<file path="src/rtl/l1_tlb_pkg.sv">
// Shared types and constants for the L1 TLB refill controller.
package l1_tlb_pkg;

   localparam int unsigned VPN_W_DEF = 20;
   localparam int unsigned PPN_W_DEF = 20;
   localparam int unsigned TMO_W_DEF = 8;
   localparam int unsigned CMD_W     = 2;

   localparam logic [CMD_W-1:0] CMD_LOAD  = CMD_W'(0);
   localparam logic [CMD_W-1:0] CMD_STORE = CMD_W'(1);
   localparam logic [CMD_W-1:0] CMD_FETCH = CMD_W'(2);

   typedef enum logic [2:0] {
      ST_IDLE   = 3'd0,
      ST_L2REQ  = 3'd1,
      ST_L2WAIT = 3'd2,
      ST_DRAIN  = 3'd3,
      ST_CHECK  = 3'd4,
      ST_RESP   = 3'd5
   } state_e;

endpackage

</file>
<file path="src/rtl/l1_tlb_refill_ctrl_fault_calc.sv">
// Combinational access-fault equation from command, permissions and walk error.
module l1_tlb_fault_calc
   import l1_tlb_pkg::*;
(
   input  logic [CMD_W-1:0] cmd,
   input  logic             prot_r,
   input  logic             prot_w,
   input  logic             prot_x,
   input  logic             error,
   output logic             fault_c
);

   // Reserved command always faults.
   always_comb begin
      fault_c = 1'b1;
      case (cmd)
         CMD_LOAD:  fault_c = error | ~prot_r;
         CMD_STORE: fault_c = error | ~prot_w;
         CMD_FETCH: fault_c = error | ~prot_x;
         default:   fault_c = 1'b1;
      endcase
   end

endmodule

</file>
<file path="src/rtl/l1_tlb_refill_ctrl.sv">
// L1 TLB refill/passthrough front end feeding an external protection checker.
// Optional L2 response timeout: define L1_REFILL_TIMEOUT_EN.
module l1_tlb_refill_ctrl
   import l1_tlb_pkg::*;
#(
   parameter int unsigned VPN_W = VPN_W_DEF,
   parameter int unsigned PPN_W = PPN_W_DEF,
   parameter int unsigned TMO_W = TMO_W_DEF
) (
   input  logic             clk,
   input  logic             reset,
   input  logic             io_req_valid,
   output logic             io_req_ready,
   input  logic [VPN_W-1:0] io_req_bits_vpn,
   input  logic [CMD_W-1:0] io_req_bits_cmd,
   input  logic             io_req_bits_passthrough,
   input  logic             io_kill,
   output logic             io_l2tlb_req_valid,
   input  logic             io_l2tlb_req_ready,
   output logic [VPN_W-1:0] io_l2tlb_req_bits_vpn,
   input  logic             io_l2tlb_resp_in_valid,
   input  logic [PPN_W-1:0] io_l2tlb_resp_in_ppn,
   input  logic             io_l2tlb_resp_in_error,
   output logic [VPN_W-1:0] chk_vpn,
   output logic             chk_refill_valid,
   output logic [PPN_W-1:0] chk_refill_ppn,
   input  logic             chk_prot_r,
   input  logic             chk_prot_w,
   input  logic             chk_prot_x,
   input  logic             chk_cacheable,
   input  logic [PPN_W-1:0] chk_ppn,
   output logic             io_resp_valid,
   input  logic             io_resp_ready,
   output logic [PPN_W-1:0] io_resp_bits_ppn,
   output logic             io_resp_bits_fault,
   output logic             io_resp_bits_cacheable
);

   if (TMO_W == 0) begin : g_tmo_w_chk
      $error("TMO_W must be nonzero");
   end

   state_e           state_q, state_n;
   logic             accept_c, take_l2_c, do_check_c, tmo_err_c, tmo_done_c;
   logic             fault_c;

   logic [VPN_W-1:0] vpn_q;
   logic [CMD_W-1:0] cmd_q;
   logic [PPN_W-1:0] l2_ppn_q;
   logic             err_q;
   logic             refill_valid_q;
   logic [PPN_W-1:0] resp_ppn_q;
   logic             resp_fault_q;
   logic             resp_cach_q;
   logic             req_ready_q;
   logic             l2_req_valid_q;
   logic             resp_valid_q;

   always_ff @(posedge clk) begin
      if (!reset) state_q <= ST_IDLE;
      else        state_q <= state_n;
   end

   // Next state plus one-cycle strobes for the datapath registers.
   always_comb begin
      state_n    = state_q;
      accept_c   = 1'b0;
      take_l2_c  = 1'b0;
      do_check_c = 1'b0;
      tmo_err_c  = 1'b0;
      case (state_q)
         ST_IDLE: begin
            if (io_req_valid) begin
               accept_c = 1'b1;
               state_n  = io_req_bits_passthrough ? ST_CHECK : ST_L2REQ;
            end
         end
         ST_L2REQ: begin
            // A kill coinciding with the handshake still owes us a response.
            if (io_l2tlb_req_ready) state_n = io_kill ? ST_DRAIN : ST_L2WAIT;
            else if (io_kill)       state_n = ST_IDLE;
         end
         ST_L2WAIT: begin
            if (io_l2tlb_resp_in_valid) begin
               if (io_kill) state_n = ST_IDLE;
               else begin
                  take_l2_c = 1'b1;
                  state_n   = ST_CHECK;
               end
            end else if (io_kill) begin
               state_n = ST_DRAIN;
            end else if (tmo_done_c) begin
               tmo_err_c = 1'b1;
               state_n   = ST_CHECK;
            end
         end
         ST_DRAIN: begin
            if (io_l2tlb_resp_in_valid || tmo_done_c) state_n = ST_IDLE;
         end
         ST_CHECK: begin
            do_check_c = 1'b1;
            state_n    = io_kill ? ST_IDLE : ST_RESP;
         end
         ST_RESP: begin
            if (io_resp_ready) state_n = ST_IDLE;
         end
         default: state_n = ST_IDLE;
      endcase
   end

`ifdef L1_REFILL_TIMEOUT_EN
   logic [TMO_W-1:0] tmo_q;

   // Cleared on every state change, so it restarts on entry to L2WAIT/DRAIN.
   always_ff @(posedge clk) begin
      if (!reset)                                          tmo_q <= '0;
      else if (state_n != state_q)                         tmo_q <= '0;
      else if (state_q == ST_L2WAIT || state_q == ST_DRAIN) tmo_q <= tmo_q + TMO_W'(1);
   end

   assign tmo_done_c = (state_q == ST_L2WAIT || state_q == ST_DRAIN) && (tmo_q == '1);
`else
   assign tmo_done_c = 1'b0;
`endif

   l1_tlb_fault_calc u_fault_calc (
      .cmd     (cmd_q),
      .prot_r  (chk_prot_r),
      .prot_w  (chk_prot_w),
      .prot_x  (chk_prot_x),
      .error   (err_q),
      .fault_c (fault_c)
   );

   // Datapath and registered handshake outputs decoded from the next state.
   always_ff @(posedge clk) begin
      if (!reset) begin
         vpn_q          <= '0;
         cmd_q          <= '0;
         l2_ppn_q       <= '0;
         err_q          <= 1'b0;
         refill_valid_q <= 1'b0;
         resp_ppn_q     <= '0;
         resp_fault_q   <= 1'b0;
         resp_cach_q    <= 1'b0;
         req_ready_q    <= 1'b1;
         l2_req_valid_q <= 1'b0;
         resp_valid_q   <= 1'b0;
      end else begin
         req_ready_q    <= (state_n == ST_IDLE);
         l2_req_valid_q <= (state_n == ST_L2REQ);
         resp_valid_q   <= (state_n == ST_RESP);
         if (accept_c) begin
            vpn_q          <= io_req_bits_vpn;
            cmd_q          <= io_req_bits_cmd;
            err_q          <= 1'b0;
            refill_valid_q <= 1'b0;
         end
         if (take_l2_c) begin
            l2_ppn_q       <= io_l2tlb_resp_in_ppn;
            err_q          <= io_l2tlb_resp_in_error;
            refill_valid_q <= 1'b1;
         end
         if (tmo_err_c) err_q <= 1'b1;
         if (do_check_c) begin
            resp_ppn_q   <= chk_ppn;
            resp_fault_q <= fault_c;
            resp_cach_q  <= chk_cacheable;
         end
      end
   end

   assign io_req_ready           = req_ready_q;
   assign io_l2tlb_req_valid     = l2_req_valid_q;
   assign io_l2tlb_req_bits_vpn  = vpn_q;
   assign chk_vpn                = vpn_q;
   assign chk_refill_valid       = refill_valid_q;
   assign chk_refill_ppn         = l2_ppn_q;
   assign io_resp_valid          = resp_valid_q;
   assign io_resp_bits_ppn       = resp_ppn_q;
   assign io_resp_bits_fault     = resp_fault_q;
   assign io_resp_bits_cacheable = resp_cach_q;

endmodule

</file>
<file path="config.mk">
export PLATFORM = sky130hd
export DESIGN_NAME = l1_tlb_refill_ctrl
export DESIGN_NICKNAME = d
export VERILOG_FILES = /design/src/rtl/l1_tlb_pkg.sv /design/src/rtl/l1_tlb_refill_ctrl_fault_calc.sv /design/src/rtl/l1_tlb_refill_ctrl.sv
export SDC_FILE = /design/constraint.sdc
export NUM_CORES = 1
export LEC_CHECK = 0
export ABC_AREA = 0
export ABC_CLOCK_PERIOD_IN_PS = 1550
export CORE_UTILIZATION = 35
export DETAILED_ROUTE_END_ITERATION = 8
export PLACE_DENSITY = 0.77
export SLEW_MARGIN = 40
export SYNTH_ARGS = -nofsm -noshare
export SYNTH_HDL_FRONTEND = slang
export SYNTH_SLANG_ARGS = --single-unit
</file>
<file path="constraint.sdc">
create_clock -name clk -period 1.55 [get_ports clk]
set_input_delay 0.3875 -clock clk [delete_from_list [all_inputs] [get_ports clk]]
set_output_delay 0.3875 -clock clk [all_outputs]
set_load 0.1 [all_outputs]
</file>
* Word-level counts from Yosys, hierarchy flattened
Index checks and enable logic that the tools add are counted.
** Storage, ports and cells
- Register bits after elaboration :: 72
- Bits of input ports :: 75
- Output and inout bits :: 86
- Logic and storage cells :: 53
** Cells by class
- Equality and inequality tests :: 9
- Multiplexer cells :: 22
- Bitwise logic cells :: 6
- Reduce and logical (&&, ||, !) cells :: 4
** Operators with widths (number)
- $mux 3 :: 10
- $pmux 3 s6 :: 1
- $mux 1 :: 10
- $eq 3x3->1 const B :: 3
- $eq 3x1->1 const B :: 2
- $eq 3x2->1 const B :: 2
- $logic_not 3->1 :: 2
- $not 1->1 :: 3
- $or 1x1->1 :: 3
- $pmux 1 s3 :: 1
- $eq 2x1->1 const B :: 1
- $eq 2x2->1 const B :: 1
- $logic_not 2->1 :: 1
- $reduce_bool 2->1 :: 1

* Longest topological paths before layout
- Word-level depth :: 4
- Mapped depth :: 5
- Depth with buffers taken out :: 5

* Cells and area by module
Synthesis repeated with hierarchy kept, for this count alone.
** Second synthesis, totals
- Cells, all modules :: 349
- Area, all modules :: 2790.2 um^2
** By module, submodules not included
- l1_tlb_refill_ctrl :: instances 1, cells an instance 339, area an instance 2715.1 um^2, seq. area each 1441.4 um^2
- l1_tlb_fault_calc :: instances 1, cells an instance 10, area an instance 75.1 um^2, seq. area each 0.0 um^2

* Worst setup path after synthesis
No wires, ideal clock.
- Path kind :: reg2out
- Start point :: register vpn_q[0], in the netlist chk_vpn[0]
- End point :: output port io_l2tlb_req_bits_vpn[0]
- Arrival time :: 1.373 ns
- Required time :: 1.162 ns
- Path slack :: -0.211 ns
- Stages on the path, launching flop included :: 2
- Buffers on the path :: 1
- Cell sequence :: dfxtp_1 -> buf_4
** RTL lines
- from (decl) :: RTL line l1_tlb_refill_ctrl.sv:47 : logic [VPN_W-1:0] vpn_q;
- from (signal assigned) :: RTL line l1_tlb_refill_ctrl.sv:154 : vpn_q <= io_req_bits_vpn;
- to (decl) :: RTL line l1_tlb_refill_ctrl.sv:20 : output logic [VPN_W-1:0] io_l2tlb_req_bits_vpn,
No word-level cell between the ends.

* Worst setup path in the final report
- Start point :: register state_q[0]
- End point :: register l2_req_valid_q, in the netlist io_l2tlb_req_valid
** Between the ends
- Cells in the longest elaborated chain, start to end :: 4
- Elaborated cells on any way between the ends :: 15
- Those cells by class :: eq/ne (6); mux (8); reduce/logical (1)
** Ends and longest elaborated chain
- from (decl) :: RTL line l1_tlb_refill_ctrl.sv:43 : state_e state_q, state_n;
- from (signal assigned) :: RTL line l1_tlb_refill_ctrl.sv:61 : else state_q <= state_n;
- $mux 3 (on tied branches) :: RTL line l1_tlb_refill_ctrl.sv:90, l1_tlb_refill_ctrl.sv:81
- $mux 3 (on tied branches) :: RTL line l1_tlb_refill_ctrl.sv:84, l1_tlb_refill_ctrl.sv:80
- $pmux 3 s6 * :: RTL line l1_tlb_refill_ctrl.sv:71 : case (state_q)
- $eq 3x1->1 * :: RTL line l1_tlb_refill_ctrl.sv:151 : l2_req_valid_q <= (state_n == ST_L2REQ);
- to (signal assigned) :: RTL line l1_tlb_refill_ctrl.sv:151
- to (decl) :: RTL line l1_tlb_refill_ctrl.sv:56 : logic l2_req_valid_q;
Mark *: on every way between the ends. The rest lies on a longest branch, timed or not.
A chain may end at the register's enable or synchronous reset.

==> impl_metrics.tcl <==
set metrics [dict create \
    min_period_over_period 0.987 \
    clk_pin_slew_worst_paths_ps 70 \
    synth_top_area_cell "dfxtp_1" \
    yosys-top-cells-area "dfxtp_1 (49%), nand2_1 (17%), a21boi_0 (13%)" \
    cts_max_level 3 \
    avgSynthCellArea_sq_um 8.43 \
    antenna_found_initial 0 \
    synth_top_area_share 0.494 \
    final_cell_area_sq_um 5730 \
    place.gp.congestion 0.918 \
    rows 32 \
    cts_tree "done" \
    synth-async-reset-ratio 0 \
    dr.first_iter.drc_count 65 \
    dp_slack_ps -411 \
    coreArea_sq_um 7890 \
    syn_to_final_growth_pct 96.4 \
    startpoint_type "flop" \
    yosysWarnings 0 \
    crit_buf_inv 2 \
    cp_common_cell "buf_4" \
    grt_max_degree 36 \
    final_nets 575 \
    vdd_drop_max_v 0.000618 \
    synth-edff-count 0 \
    cts_buffers 9 \
    synth_fp_nets 424 \
    synth_ff_type "dfxtp_1" \
    wire_per_inst_microns 14.0 \
    hold_class "input port to flop" \
    die_h_microns 93.3 \
    critPathMaxStageDelay_ps 380 \
    min_period_ps 1530 \
    num_vias 2806 \
    die_w_microns 93.3 \
    grt_pass1_wl_mm 13.7 \
    postLayoutSetupSlackWorst_ps 20.4 \
    ctsHoldBuffers 0 \
    setup_tns_ps 0 \
    worst_slew_pin_slew_ps 434 \
    critical_path_class "flop to flop" \
    cts_root_buf "clkbuf_8" \
    fin_total_pwr_mw 5.35 \
    slowest_stage "dfxtp_1" \
    synthCells 346 \
    dr.pass1.iters 5 \
    hpwl_mm 6.22 \
    ys_ff_latch 72 \
    vias_per_cell 4.65 \
    relSlewSlack 0.710 \
    leakage_nw 2.20 \
    finalNonFillerCells 603 \
    drcViolationCount 0 \
    placed_area_sq_um 5470 \
    skew_ps 7.85 \
    hold_viol_final 0 \
    final_layout_size_suffix_gt1_frac 0.303 \
    cp_max_fo 7 \
    slew_violations 0 \
    required_ps 1830 \
    run_status "finished, final reports clean" \
    cap_violations 0 \
    drt_wl_total_mm 8.43 \
    cts_max_path_buffers 2 \
    ios 161 \
    ys_types 30 \
    clk_latency_ps 330 \
    syn_area_sq_um 2920 \
    crit_family "compound AO/OA/AOI/OAI gates" \
    die-area_sq_um 8710 \
    grt_pass1_vias 2807 \
    globalRouteOverflowTotal 0 \
    fmax_ghz 0.654 \
    cts.sinks 72 \
    grt_usage 0.199 \
    crit_chain "buf_4, nor2b_1, a211oi_2, buf_4, o311ai_4, and3b_1" \
    dp.cells 586 \
    cp.arrival_ps 1810 \
    antennaDiodeCount 0 \
    endpoint_kind "flop" \
    antenna_left 0 \
    port_buffers 160 \
    setup_viol 0 \
    powerDensity_nw_per_um2 934 \
    yosysSeqAreaShare 0.494 \
    initial_core_util 0.370 \
]
-- metal layers --
layer | wire (microns) | vias up | track usage
met5 | 0 | - | 0
met1 | 3290 | 1279 | 0.230
met2 | 4360 | 112 | 0.350
li1 | - | 1402 | -
met4 | 124 | 0 | 0.0692
met3 | 651 | 13 | 0.0569
-- cell families after synthesis --
family | count (synthesis) | share of synthesized area
compound gates | 73 | 0.191
buf+inv | 45 | 0.0840
simple gates | 152 | 0.215
xor+xnor | 1 | 0.00300
fa+ha+maj | 3 | 0.0129
flops | 72 | 0.494
-- what timing repair did --
item / 4_1_cts / 5_1_grt
gates resized for setup: 9 / 10
endpoints found under the hold margin: 0 / 0
pin swaps: 1 / 4
setup endpoints to repair: 15 / 50
setup buffers: 0 / 2
-- flip-flops by register name, indices dropped and copies added, names as in the netlist --
signal,flops
chk_refill_ppn,20
io_resp_bits_fault,1
io_l2tlb_req_valid,1
cmd_q,2
io_resp_valid,1
chk_vpn,20
io_resp_bits_cacheable,1
state_q,3
io_req_ready,1
io_resp_bits_ppn,20
err_q,1
chk_refill_valid,1
-- final timing paths --
path	startpoint	endpoint	slack, ps	depth (start not counted)
hold reg to reg	cmd_q[0]$_SDFFE_PN0P_	cmd_q[0]$_SDFFE_PN0P_	500	2
setup reg to reg	state_q[0]$_SDFF_PN0_	io_l2tlb_req_valid$_SDFF_PN0_	20	6
setup / recovery	state_q[0]$_SDFF_PN0_	io_l2tlb_req_valid$_SDFF_PN0_	20	6
hold / removal	reset	io_resp_valid$_SDFF_PN0_	350	3
-- worst reg2reg max path, cell delays in order (launching register included) --
cell and delay (ps):
dfxtp_1 380, buf_4 190, nor2b_1 70, a211oi_2 320
buf_4 190, o311ai_4 90, and3b_1 230
-- stage by stage --
step	hold WS, ps	utilization
floorplan	451	-
global placement	464	0.694
detailed placement	476	0.694
CTS	347	0.720
global route	353	0.727
finish	355	0.727
-- power breakdown --
part	leakage, nW	switching [mW]	internal [mW]	total (mW)
combinational	1.52	1.18	0.783	1.97
sequential	0.594	0.132	1.95	2.09
clock	0.0838	0.634	0.665	1.30
total	2.20	1.95	3.40	5.35
-- synthesized netlist by cell type (2+ instances only) --
master and number:
a211oi_1 2, a21boi_0 50, a21boi_1 15, buf_4 20
clkbuf_1 19, dfxtp_1 72, ha_1 3, inv_1 5
nand2_1 131, nand3_1 2, nor2_1 6, nor2b_1 3
-- placed cells by master (no fill, tap or decap), drive strengths merged --
| cell type | n |
|---|---|
| or2 | 1 |
| and3b | 1 |
| nor2 | 6 |
| nor3 | 1 |
| nand2b | 1 |
| nor4b | 2 |
| nand3 | 2 |
| a211oi | 2 |
| clkdlybuf4s50 | 71 |
| and3 | 1 |
| dfxtp | 72 |
| a21boi | 65 |
| o22ai | 1 |
| o311ai | 1 |
| nand2 | 131 |
| nor2b | 3 |
| xor2 | 1 |
| clkbuf | 15 |
| or4b | 1 |
| buf | 107 |
| o21ai | 1 |
| nor4bb | 1 |
| or3b | 1 |
| inv | 5 |
| ha | 3 |
| a31o | 1 |
| dlymetal6s2s | 2 |
| a221o | 1 |
| a2111oi | 1 |
-- cell type report --
class	instances	area, sq um
multi-input cells	229	1300
well taps	102	128
inverters	5	18.8
repair buffers	180	2650
fillers	559	2160
clock buffers	15	166
flip-flops and latches	72	1470
(Power assumes the default switching activity.)
